===== config.mk =====
export PLATFORM = sky130hd
export DESIGN_NAME = serial_add_ctrl_flat
export DESIGN_NICKNAME = d
export VERILOG_FILES = /design/src/rtl/serial_add_ctrl_if.sv /design/src/rtl/serial_add_ctrl.sv /design/src/flat_wrapper.sv
export SDC_FILE = /design/constraint.sdc
export NUM_CORES = 1
export LEC_CHECK = 0
export BUFFER_PORTS_ARGS = -buffer_cell sky130_fd_sc_hd__buf_4
export CAP_MARGIN = 30
export CORE_MARGIN = 2
export CORE_UTILIZATION = 60
export CTS_CLUSTER_SIZE = 30
export DETAILED_ROUTE_END_ITERATION = 7
export GPL_ROUTABILITY_DRIVEN = 0
export GPL_TIMING_DRIVEN = 0
export MAX_ROUTING_LAYER = met4
export PLACE_DENSITY = 0.84
export SETUP_SLACK_MARGIN = 0.02
export SYNTH_ARGS = -nofsm -noshare
export SYNTH_HDL_FRONTEND = slang
export SYNTH_SLANG_ARGS = --single-unit

===== constraint.sdc =====
create_clock -name clk -period 6.3 [get_ports clk]
set_input_delay 0.63 -clock clk [delete_from_list [all_inputs] [get_ports clk]]
set_output_delay 0.63 -clock clk [all_outputs]
set_load 0.05 [all_outputs]

===== src/rtl/serial_add_ctrl_if.sv =====
// Bundle between the serial-add sequencer, its requester and the external up_counter.
// The slave modport is the sequencer's view; the master modport is the environment's view.
interface serial_add_ctrl_if #(
  parameter int CNT_W = 4,
  parameter int WIDTH = 16
);
  logic             start;
  logic [CNT_W:0]   len;
  logic [WIDTH-1:0] a;
  logic [WIDTH-1:0] b;
  logic             cin;
  logic [CNT_W-1:0] cnt_val;
  logic             cnt_load;
  logic             cnt_tc;
  logic             sum_bit;
  logic             sum_bit_valid;
  logic             busy;
  logic             done;
  logic [WIDTH-1:0] sum;
  logic             cout;
  logic             err;

  modport master (
    output start, len, a, b, cin, cnt_tc,
    input  cnt_val, cnt_load, sum_bit, sum_bit_valid, busy, done, sum, cout, err
  );

  modport slave (
    input  start, len, a, b, cin, cnt_tc,
    output cnt_val, cnt_load, sum_bit, sum_bit_valid, busy, done, sum, cout, err
  );
endinterface


===== src/rtl/serial_add_ctrl.sv =====
// Bit-serial adder sequencer: loads an external up_counter with 16-len, adds LSB first
// one bit per clock until terminal count, then presents the right-aligned sum and carry.
module serial_add_ctrl #(
  parameter int CNT_W = 4,
  parameter int WIDTH = 16
) (
  input  logic             clk,
  input  logic             rst,
  serial_add_ctrl_if.slave bus
);
  localparam int LW = CNT_W + 1;
  localparam logic [LW-1:0] W_L = LW'(WIDTH);

  localparam logic [1:0] S_IDLE = 2'd0;
  localparam logic [1:0] S_LOAD = 2'd1;
  localparam logic [1:0] S_RUN  = 2'd2;
  localparam logic [1:0] S_DONE = 2'd3;

  logic [1:0]       state_q, state_d;
  logic [WIDTH-1:0] a_sh_q, a_sh_d;
  logic [WIDTH-1:0] b_sh_q, b_sh_d;
  logic [WIDTH-1:0] sum_sh_q, sum_sh_d;
  logic             c_q, c_d;
  logic [LW-1:0]    len_q, len_d;
  logic [LW-1:0]    cnt_q, cnt_d;
  logic [CNT_W-1:0] cnt_val_q, cnt_val_d;
  logic             cnt_load_q, cnt_load_d;
  logic             sum_bit_q, sum_bit_d;
  logic             sum_bit_valid_q, sum_bit_valid_d;
  logic             busy_q, busy_d;
  logic             done_q, done_d;
  logic [WIDTH-1:0] sum_q, sum_d;
  logic             cout_q, cout_d;
  logic             err_q, err_d;

  logic             s;
  logic             c_nxt;
  logic [WIDTH-1:0] a_nxt;
  logic [WIDTH-1:0] b_nxt;
  logic [WIDTH-1:0] sum_sh_nxt;
  logic [LW-1:0]    cnt_nxt;
  logic [LW-1:0]    len_gap;
  logic             len_ok;

  always_comb begin
    state_d         = state_q;
    a_sh_d          = a_sh_q;
    b_sh_d          = b_sh_q;
    sum_sh_d        = sum_sh_q;
    c_d             = c_q;
    len_d           = len_q;
    cnt_d           = cnt_q;
    cnt_val_d       = cnt_val_q;
    cnt_load_d      = 1'b0;
    sum_bit_d       = 1'b0;
    sum_bit_valid_d = 1'b0;
    busy_d          = 1'b0;
    done_d          = 1'b0;
    sum_d           = sum_q;
    cout_d          = cout_q;
    err_d           = 1'b0;

    s          = a_sh_q[0] ^ b_sh_q[0] ^ c_q;
    c_nxt      = (a_sh_q[0] & b_sh_q[0]) | (a_sh_q[0] & c_q) | (b_sh_q[0] & c_q);
    a_nxt      = a_sh_q >> 1;
    b_nxt      = b_sh_q >> 1;
    sum_sh_nxt = {s, sum_sh_q[WIDTH-1:1]};
    cnt_nxt    = cnt_q + LW'(1);
    len_gap    = W_L - bus.len;
    len_ok     = (bus.len != '0) && (bus.len <= W_L);

    case (state_q)
      S_IDLE: begin
        if (bus.start) begin
          if (len_ok) begin
            a_sh_d     = bus.a;
            b_sh_d     = bus.b;
            c_d        = bus.cin;
            len_d      = bus.len;
            cnt_d      = '0;
            sum_sh_d   = '0;
            cnt_val_d  = len_gap[CNT_W-1:0];
            cnt_load_d = 1'b1;
            busy_d     = 1'b1;
            state_d    = S_LOAD;
          end else begin
            err_d = 1'b1;
          end
        end
      end
      S_LOAD: begin
        // Sum output is registered, so the first bit is prepared while the counter loads.
        busy_d          = 1'b1;
        sum_bit_d       = s;
        sum_bit_valid_d = 1'b1;
        state_d         = S_RUN;
      end
      S_RUN: begin
        a_sh_d   = a_nxt;
        b_sh_d   = b_nxt;
        c_d      = c_nxt;
        sum_sh_d = sum_sh_nxt;
        cnt_d    = cnt_nxt;
        if (bus.cnt_tc || (cnt_nxt == len_q)) begin
          done_d  = 1'b1;
          err_d   = !(bus.cnt_tc && (cnt_nxt == len_q));
          sum_d   = sum_sh_nxt >> (W_L - len_q);
          cout_d  = c_nxt;
          state_d = S_DONE;
        end else begin
          busy_d          = 1'b1;
          sum_bit_d       = a_nxt[0] ^ b_nxt[0] ^ c_nxt;
          sum_bit_valid_d = 1'b1;
        end
      end
      default: begin
        state_d = S_IDLE;
      end
    endcase
  end

  always_ff @(posedge clk) begin
    if (rst) begin
      state_q         <= S_IDLE;
      a_sh_q          <= '0;
      b_sh_q          <= '0;
      sum_sh_q        <= '0;
      c_q             <= 1'b0;
      len_q           <= '0;
      cnt_q           <= '0;
      cnt_val_q       <= '0;
      cnt_load_q      <= 1'b0;
      sum_bit_q       <= 1'b0;
      sum_bit_valid_q <= 1'b0;
      busy_q          <= 1'b0;
      done_q          <= 1'b0;
      sum_q           <= '0;
      cout_q          <= 1'b0;
      err_q           <= 1'b0;
    end else begin
      state_q         <= state_d;
      a_sh_q          <= a_sh_d;
      b_sh_q          <= b_sh_d;
      sum_sh_q        <= sum_sh_d;
      c_q             <= c_d;
      len_q           <= len_d;
      cnt_q           <= cnt_d;
      cnt_val_q       <= cnt_val_d;
      cnt_load_q      <= cnt_load_d;
      sum_bit_q       <= sum_bit_d;
      sum_bit_valid_q <= sum_bit_valid_d;
      busy_q          <= busy_d;
      done_q          <= done_d;
      sum_q           <= sum_d;
      cout_q          <= cout_d;
      err_q           <= err_d;
    end
  end

  assign bus.cnt_val       = cnt_val_q;
  assign bus.cnt_load      = cnt_load_q;
  assign bus.sum_bit       = sum_bit_q;
  assign bus.sum_bit_valid = sum_bit_valid_q;
  assign bus.busy          = busy_q;
  assign bus.done          = done_q;
  assign bus.sum           = sum_q;
  assign bus.cout          = cout_q;
  assign bus.err           = err_q;
endmodule

===== src/flat_wrapper.sv =====
// flat-port wrapper written by rule: the top's interface ports become plain ports
module serial_add_ctrl_flat 
#(
  parameter int CNT_W = 4,
  parameter int WIDTH = 16
)
  (clk, rst, bus_start, bus_len, bus_a, bus_b, bus_cin, bus_cnt_tc, bus_cnt_val, bus_cnt_load, bus_sum_bit, bus_sum_bit_valid, bus_busy, bus_done, bus_sum, bus_cout, bus_err);
  serial_add_ctrl_if #(.CNT_W(CNT_W), .WIDTH(WIDTH)) bus_i ();
  input  logic clk;
  input  logic rst;
  input wire logic [$bits(bus_i.start)-1:0] bus_start;
  input wire logic [$bits(bus_i.len)-1:0] bus_len;
  input wire logic [$bits(bus_i.a)-1:0] bus_a;
  input wire logic [$bits(bus_i.b)-1:0] bus_b;
  input wire logic [$bits(bus_i.cin)-1:0] bus_cin;
  input wire logic [$bits(bus_i.cnt_tc)-1:0] bus_cnt_tc;
  output wire logic [$bits(bus_i.cnt_val)-1:0] bus_cnt_val;
  output wire logic [$bits(bus_i.cnt_load)-1:0] bus_cnt_load;
  output wire logic [$bits(bus_i.sum_bit)-1:0] bus_sum_bit;
  output wire logic [$bits(bus_i.sum_bit_valid)-1:0] bus_sum_bit_valid;
  output wire logic [$bits(bus_i.busy)-1:0] bus_busy;
  output wire logic [$bits(bus_i.done)-1:0] bus_done;
  output wire logic [$bits(bus_i.sum)-1:0] bus_sum;
  output wire logic [$bits(bus_i.cout)-1:0] bus_cout;
  output wire logic [$bits(bus_i.err)-1:0] bus_err;
  assign bus_i.start = bus_start;
  assign bus_i.len = bus_len;
  assign bus_i.a = bus_a;
  assign bus_i.b = bus_b;
  assign bus_i.cin = bus_cin;
  assign bus_i.cnt_tc = bus_cnt_tc;
  assign bus_cnt_val = bus_i.cnt_val;
  assign bus_cnt_load = bus_i.cnt_load;
  assign bus_sum_bit = bus_i.sum_bit;
  assign bus_sum_bit_valid = bus_i.sum_bit_valid;
  assign bus_busy = bus_i.busy;
  assign bus_done = bus_i.done;
  assign bus_sum = bus_i.sum;
  assign bus_cout = bus_i.cout;
  assign bus_err = bus_i.err;
  serial_add_ctrl #(.CNT_W(CNT_W), .WIDTH(WIDTH)) u_core (.clk(clk), .rst(rst), .bus(bus_i));
endmodule

# ---- Word-level counts from Yosys, hierarchy flattened
# Cells that the tools add are included.
dict set report classes {
  reduce_logical 13
  n_addsub 3
  order_cmp 1
  shift 1
  n_bitwise 11
  eq_ne 6
  muxes 31
}
# operator count
set op_table {}
lappend op_table {{$mux 16} 6}
lappend op_table {{$pmux 16 s2} 3}
lappend op_table {{$shr 16x5->16} 1}
lappend op_table {{$mux 1} 10}
lappend op_table {{$mux 5} 2}
lappend op_table {{$pmux 5 s2} 1}
lappend op_table {{$reduce_and 3->1} 3}
lappend op_table {{$pmux 1 s2} 4}
lappend op_table {{$mux 2} 3}
lappend op_table {{$pmux 2 s3} 1}
lappend op_table {{$add 5x1->5 const B} 1}
lappend op_table {{$eq 5x5->1} 1}
lappend op_table {{$le 5x5->1 const B} 1}
lappend op_table {{$reduce_bool 5->1} 1}
lappend op_table {{$sub 5x5->5 const A} 1}
lappend op_table {{$ne 2x1->1 const B} 2}
lappend op_table {{$reduce_or 2->1} 2}
lappend op_table {{$sub 1x4->4 const A} 1}
lappend op_table {{$xor 1x1->1} 4}
lappend op_table {{$and 1x1->1} 3}
lappend op_table {{$pmux 1 s3} 1}
lappend op_table {{$eq 2x1->1 const B} 1}
lappend op_table {{$eq 2x2->1 const B} 1}
lappend op_table {{$logic_and 1x1->1} 2}
lappend op_table {{8 further kinds} 10}
dict set report word_totals {
  inputBits 42
  out_inout_bits 27
  regBits 88
}

# ---- Longest topological paths before layout
dict set report logic_depth {
  word_depth 6
  ltp_mapped 13
  mapped_depth_nobuf 11
}

# ---- Least setup slack after synthesis
# Ideal clock, no wire load.
dict set report synth_path {
  kind {register to register}
  startpoint {reg, netlist name u_core.bus.cnt_val[0]}
  endpoint {reg u_core.sum_q[3] (netlist: u_core.bus.sum[3])}
  slack_ns 3.706
  stages_incl_launch_ff 13
  n_path_buf 5
  arrival_ns 2.468
  setup_time_ns 0.126
  path_cell_list {dfxtp_1 buf_2 buf_4 buf_2 inv_1 ha_1 clkbuf_1 buf_2 mux4_2 nand2_1 nand2_1 a32oi_1 o21ai_0}
}
# element line
set synth_rtl {}
lappend synth_rtl {{end signal, assigned} serial_add_ctrl.sv:154} ;# sum_q <= sum_d;
lappend synth_rtl {{end, declared} serial_add_ctrl.sv:32} ;# logic [WIDTH-1:0] sum_q, sum_d;

==> impl_metrics.tcl <==
set metrics [dict create \
    status "finished, final reports clean" \
    syn_to_final_growth_pct 18.9 \
    min-delay-start "u_core.bus.cnt_val[1]" \
    drtIter0Drc 178 \
    cts_hold_buf 0 \
    post_cts_buffers 0 \
    cts_buffers 9 \
    layout_commonest_cell "dfxtp_1" \
    layout_common_cells "86 x dfxtp_1, 70 x buf_4, 54 x nor2_1, 40 x mux2i_1, 36 x nand2_1" \
    post_cts_resize_count 0 \
    yosysTopAreaCellShare_pct 41.5 \
    via_per_inst 5.91 \
    final_util_pct 73.0 \
    die_h_um 87.2 \
    clock_latency_ns 0.37 \
    synthCells 427 \
    drv_slew 0 \
    grt_pass1_vias 3207 \
    timing.hold.ws_ns 0.464 \
    whs_path_depth 2 \
    max-cap-violations 0 \
    yosysWarnings 0 \
    crit_required_ns 6.56 \
    grt_max_degree 15 \
    drive_above_1_share_pct 22.2 \
    max_stage_delay_ns 0.38 \
    drt-total-wl_um 9400 \
    setup_viol 0 \
    start_util_pct 61.4 \
    worstReg2RegEnd "u_core.bus.sum[4]" \
    critPathCaptureType "flop" \
    clk_pin_slew_ns 0.08 \
    portBuffers 68 \
    p_leak_nw 1.92 \
    root_buffer "clkbuf_8" \
    antenna_found_initial 0 \
    cts.path.max_buffers 2 \
    synth_cell_types 40 \
    grt_pass1_wl_um 15000 \
    cellPowerDensity_mw_per_mm2 323 \
    timing.rr.start "u_core.bus.cnt_val[0]" \
    grt_usage_pct 26.0 \
    fin_setup_tns_ns 0 \
    fmax_ghz 0.321 \
    vias 3485 \
    total_power_w 0.00159 \
    die_w_um 87.2 \
    cts_tree "done" \
    syn_area_mm2 0.00415 \
    crit_type "flop to flop" \
    clkPwrFrac_pct 22.5 \
    path_max_fanout 10 \
    switchingPower_w 0.000592 \
    crit_top_cell "buf_2" \
    p_sw_share_pct 37.2 \
    tightestPinTransition_ns 0.690 \
    core.rowCount 30 \
    finalCritPeriodShare_pct 49.5 \
    p_seq_share_pct 42.2 \
    cp.arrival_ns 3.38 \
    rrSetupSlack_ns 3.18 \
    synthTopCellsByArea "dfxtp_1 41%, mux2i_1 9.6%, mux4_2 7.1%" \
    nFillCells 488 \
    drt-wirelength-per-cell_um 15.9 \
    h-tree-depth 3 \
    cts_sinks 86 \
    yosysSeqAreaShare_pct 41.5 \
    grt_overflow 0 \
    hpwlAfterDp_um 7000 \
    syn_nets 478 \
    synth_seq_cells 86 \
    coreArea_mm2 0.00676 \
    first_pass_iters 5 \
    worstPathCellList "buf_2 > buf_4 > buf_2 > xnor2_1 > nor3_1 > nand3_1 > ha_1 > and3b_1 > mux2i_1 > or3_1 > clkbuf_1 > a21oi_1 > a221o_1" \
    relSlewSlack_pct 54.0 \
    vdd_drop_max_uv 234 \
    hold_viol 0 \
    final_antenna_net_count 0 \
    startpoint_type "flop" \
    finClkSkew_ns 0.0167 \
    yosysTopAreaCell "dfxtp_1" \
    post-route-min-period_ns 3.12 \
    hold_path_end "u_core.bus.cnt_val[1]" \
    layout.nets 557 \
    die_area_mm2 0.00760 \
    antenna-diode-count 0 \
    placedCellCount 575 \
    rsz0062_at_grt "no" \
    r2r_cells 13 \
    internal-power_w 0.00100 \
    top_level_ports 69 \
    synth.avg_cell_area_um2 9.72 \
    drc 0 \
    crit_slowest_cell "mux2i_1" \
    comb_power_share_pct 35.3 \
    fin_cells 590 \
    worstHoldPathType "flop to flop" \
]
layer usage:
metal  vias up  share of wire [%]  track usage (%)
met5         -                  0                -
met4         0                1.6             9.79
met3        13                5.0             3.70
met2       105                 47             40.1
met1      1655                 46             35.0
li1       1712                  -                -
metrics by stage:
step                instance area [um2]  worst slack (ns)
global route                       4930              2.95
global placement                   4760              3.35
detailed placement                 4760              3.23
floorplan                          4150              3.71
CTS                                4930              3.21
finish                             4930              3.18
worst max-delay path, delay by kind of cell, from the launching register on:
family / cells / cell delay, ns
xor+xnor: 1 / 0.17
simple gates: 4 / 0.54
flops: 1 / 0.35
fa+ha+maj: 1 / 0.22
buf+inv: 4 / 0.99
mux: 1 / 0.38
compound gates: 2 / 0.35
how the worst max path moves through the flow:
stage | to | slack (ns) | depth (start not counted) | from
2_1_floorplan | u_core.bus.sum[3] | 3.71 | 12 | u_core.bus.cnt_val[0]
3_3_place_gp | u_core.bus.sum[4] | 3.35 | 13 | u_core.bus.cnt_val[0]
3_5_place_dp | u_core.bus.sum[4] | 3.23 | 13 | u_core.bus.cnt_val[0]
4_1_cts | u_core.bus.sum[5] | 3.21 | 13 | u_core.bus.cnt_val[0]
5_1_grt | u_core.bus.sum[5] | 2.95 | 13 | u_core.bus.cnt_val[0]
6_report | u_core.bus.sum[4] | 3.18 | 13 | u_core.bus.cnt_val[0]
registers in the layout (all words and copies together) (netlist names):
name                      count
u_core.a_sh_q                16
u_core.b_sh_q                16
u_core.bus.busy               1
u_core.bus.cnt_load           1
u_core.bus.cnt_val            4
u_core.bus.cout               1
u_core.bus.done               1
u_core.bus.err                1
u_core.bus.sum               16
u_core.bus.sum_bit            1
u_core.bus.sum_bit_valid      1
u_core.c_q                    1
u_core.cnt_q                  5
u_core.len_q                  4
u_core.state_q                2
u_core.sum_sh_q              15
power by group through the flow:
stage                     clock, W  sequential, W  combinational [W]
final                     0.000357       0.000671           0.000562
after global routing      0.000379       0.000681           0.000616
after CTS                 0.000358       0.000671           0.000560
after detailed placement         0       0.000683           0.000558
after global placement           0       0.000679           0.000538
after floorplan                  0       0.000706           0.000393
final cells by class:
cell class	instances	area, um2	share of cell area, %
multi-input combinational	301	2260	45.8
sequential	86	1720	34.9
timing repair buffer	68	510	10.3
clock buffer	11	141	2.87
buffer	32	140	2.84
tap	80	100	2.03
clock inverter	4	31.3	0.634
inverter	8	30.0	0.609
Yosys cell counts:
library cell / count
dfxtp_1: 86
nor2_1: 54
mux2i_1: 40
nand2_1: 36
a211oi_1: 32
a22o_1: 16
a21oi_1: 15
clkbuf_1: 15
mux4_2: 13
a22oi_1: 12
buf_2: 9
xnor2_1: 9
ha_1: 8
inv_1: 8
o21ai_0: 8
xor2_1: 8
nor3_1: 6
buf_1: 5
nor2b_1: 5
a32oi_1: 4
nand2b_1: 4
nor3b_1: 4
a221o_1: 3
mux2_2: 3
nand3_1: 3
a211o_1: 2
and3b_1: 2
buf_4: 2
o22ai_1: 2
o2bb2ai_1: 2
or3_1: 2
a21boi_0: 1
a31o_2: 1
a31oi_1: 1
and2_1: 1
clkbuf_2: 1
fa_1: 1
nor3b_4: 1
o21ai_2: 1
o41ai_1: 1
cells by family after synthesis:
family	after synthesis	synth area share, %
flip-flops	86	41.5
AO/OA/AOI/OAI	101	17.8
XOR/XNOR	17	3.59
multiplexers	56	17.5
adder cells (fa/ha/maj)	9	2.89
AND/OR/NAND/NOR	118	12.6
buffers and inverters	40	4.10
Power figures use the tool's default switching activity.
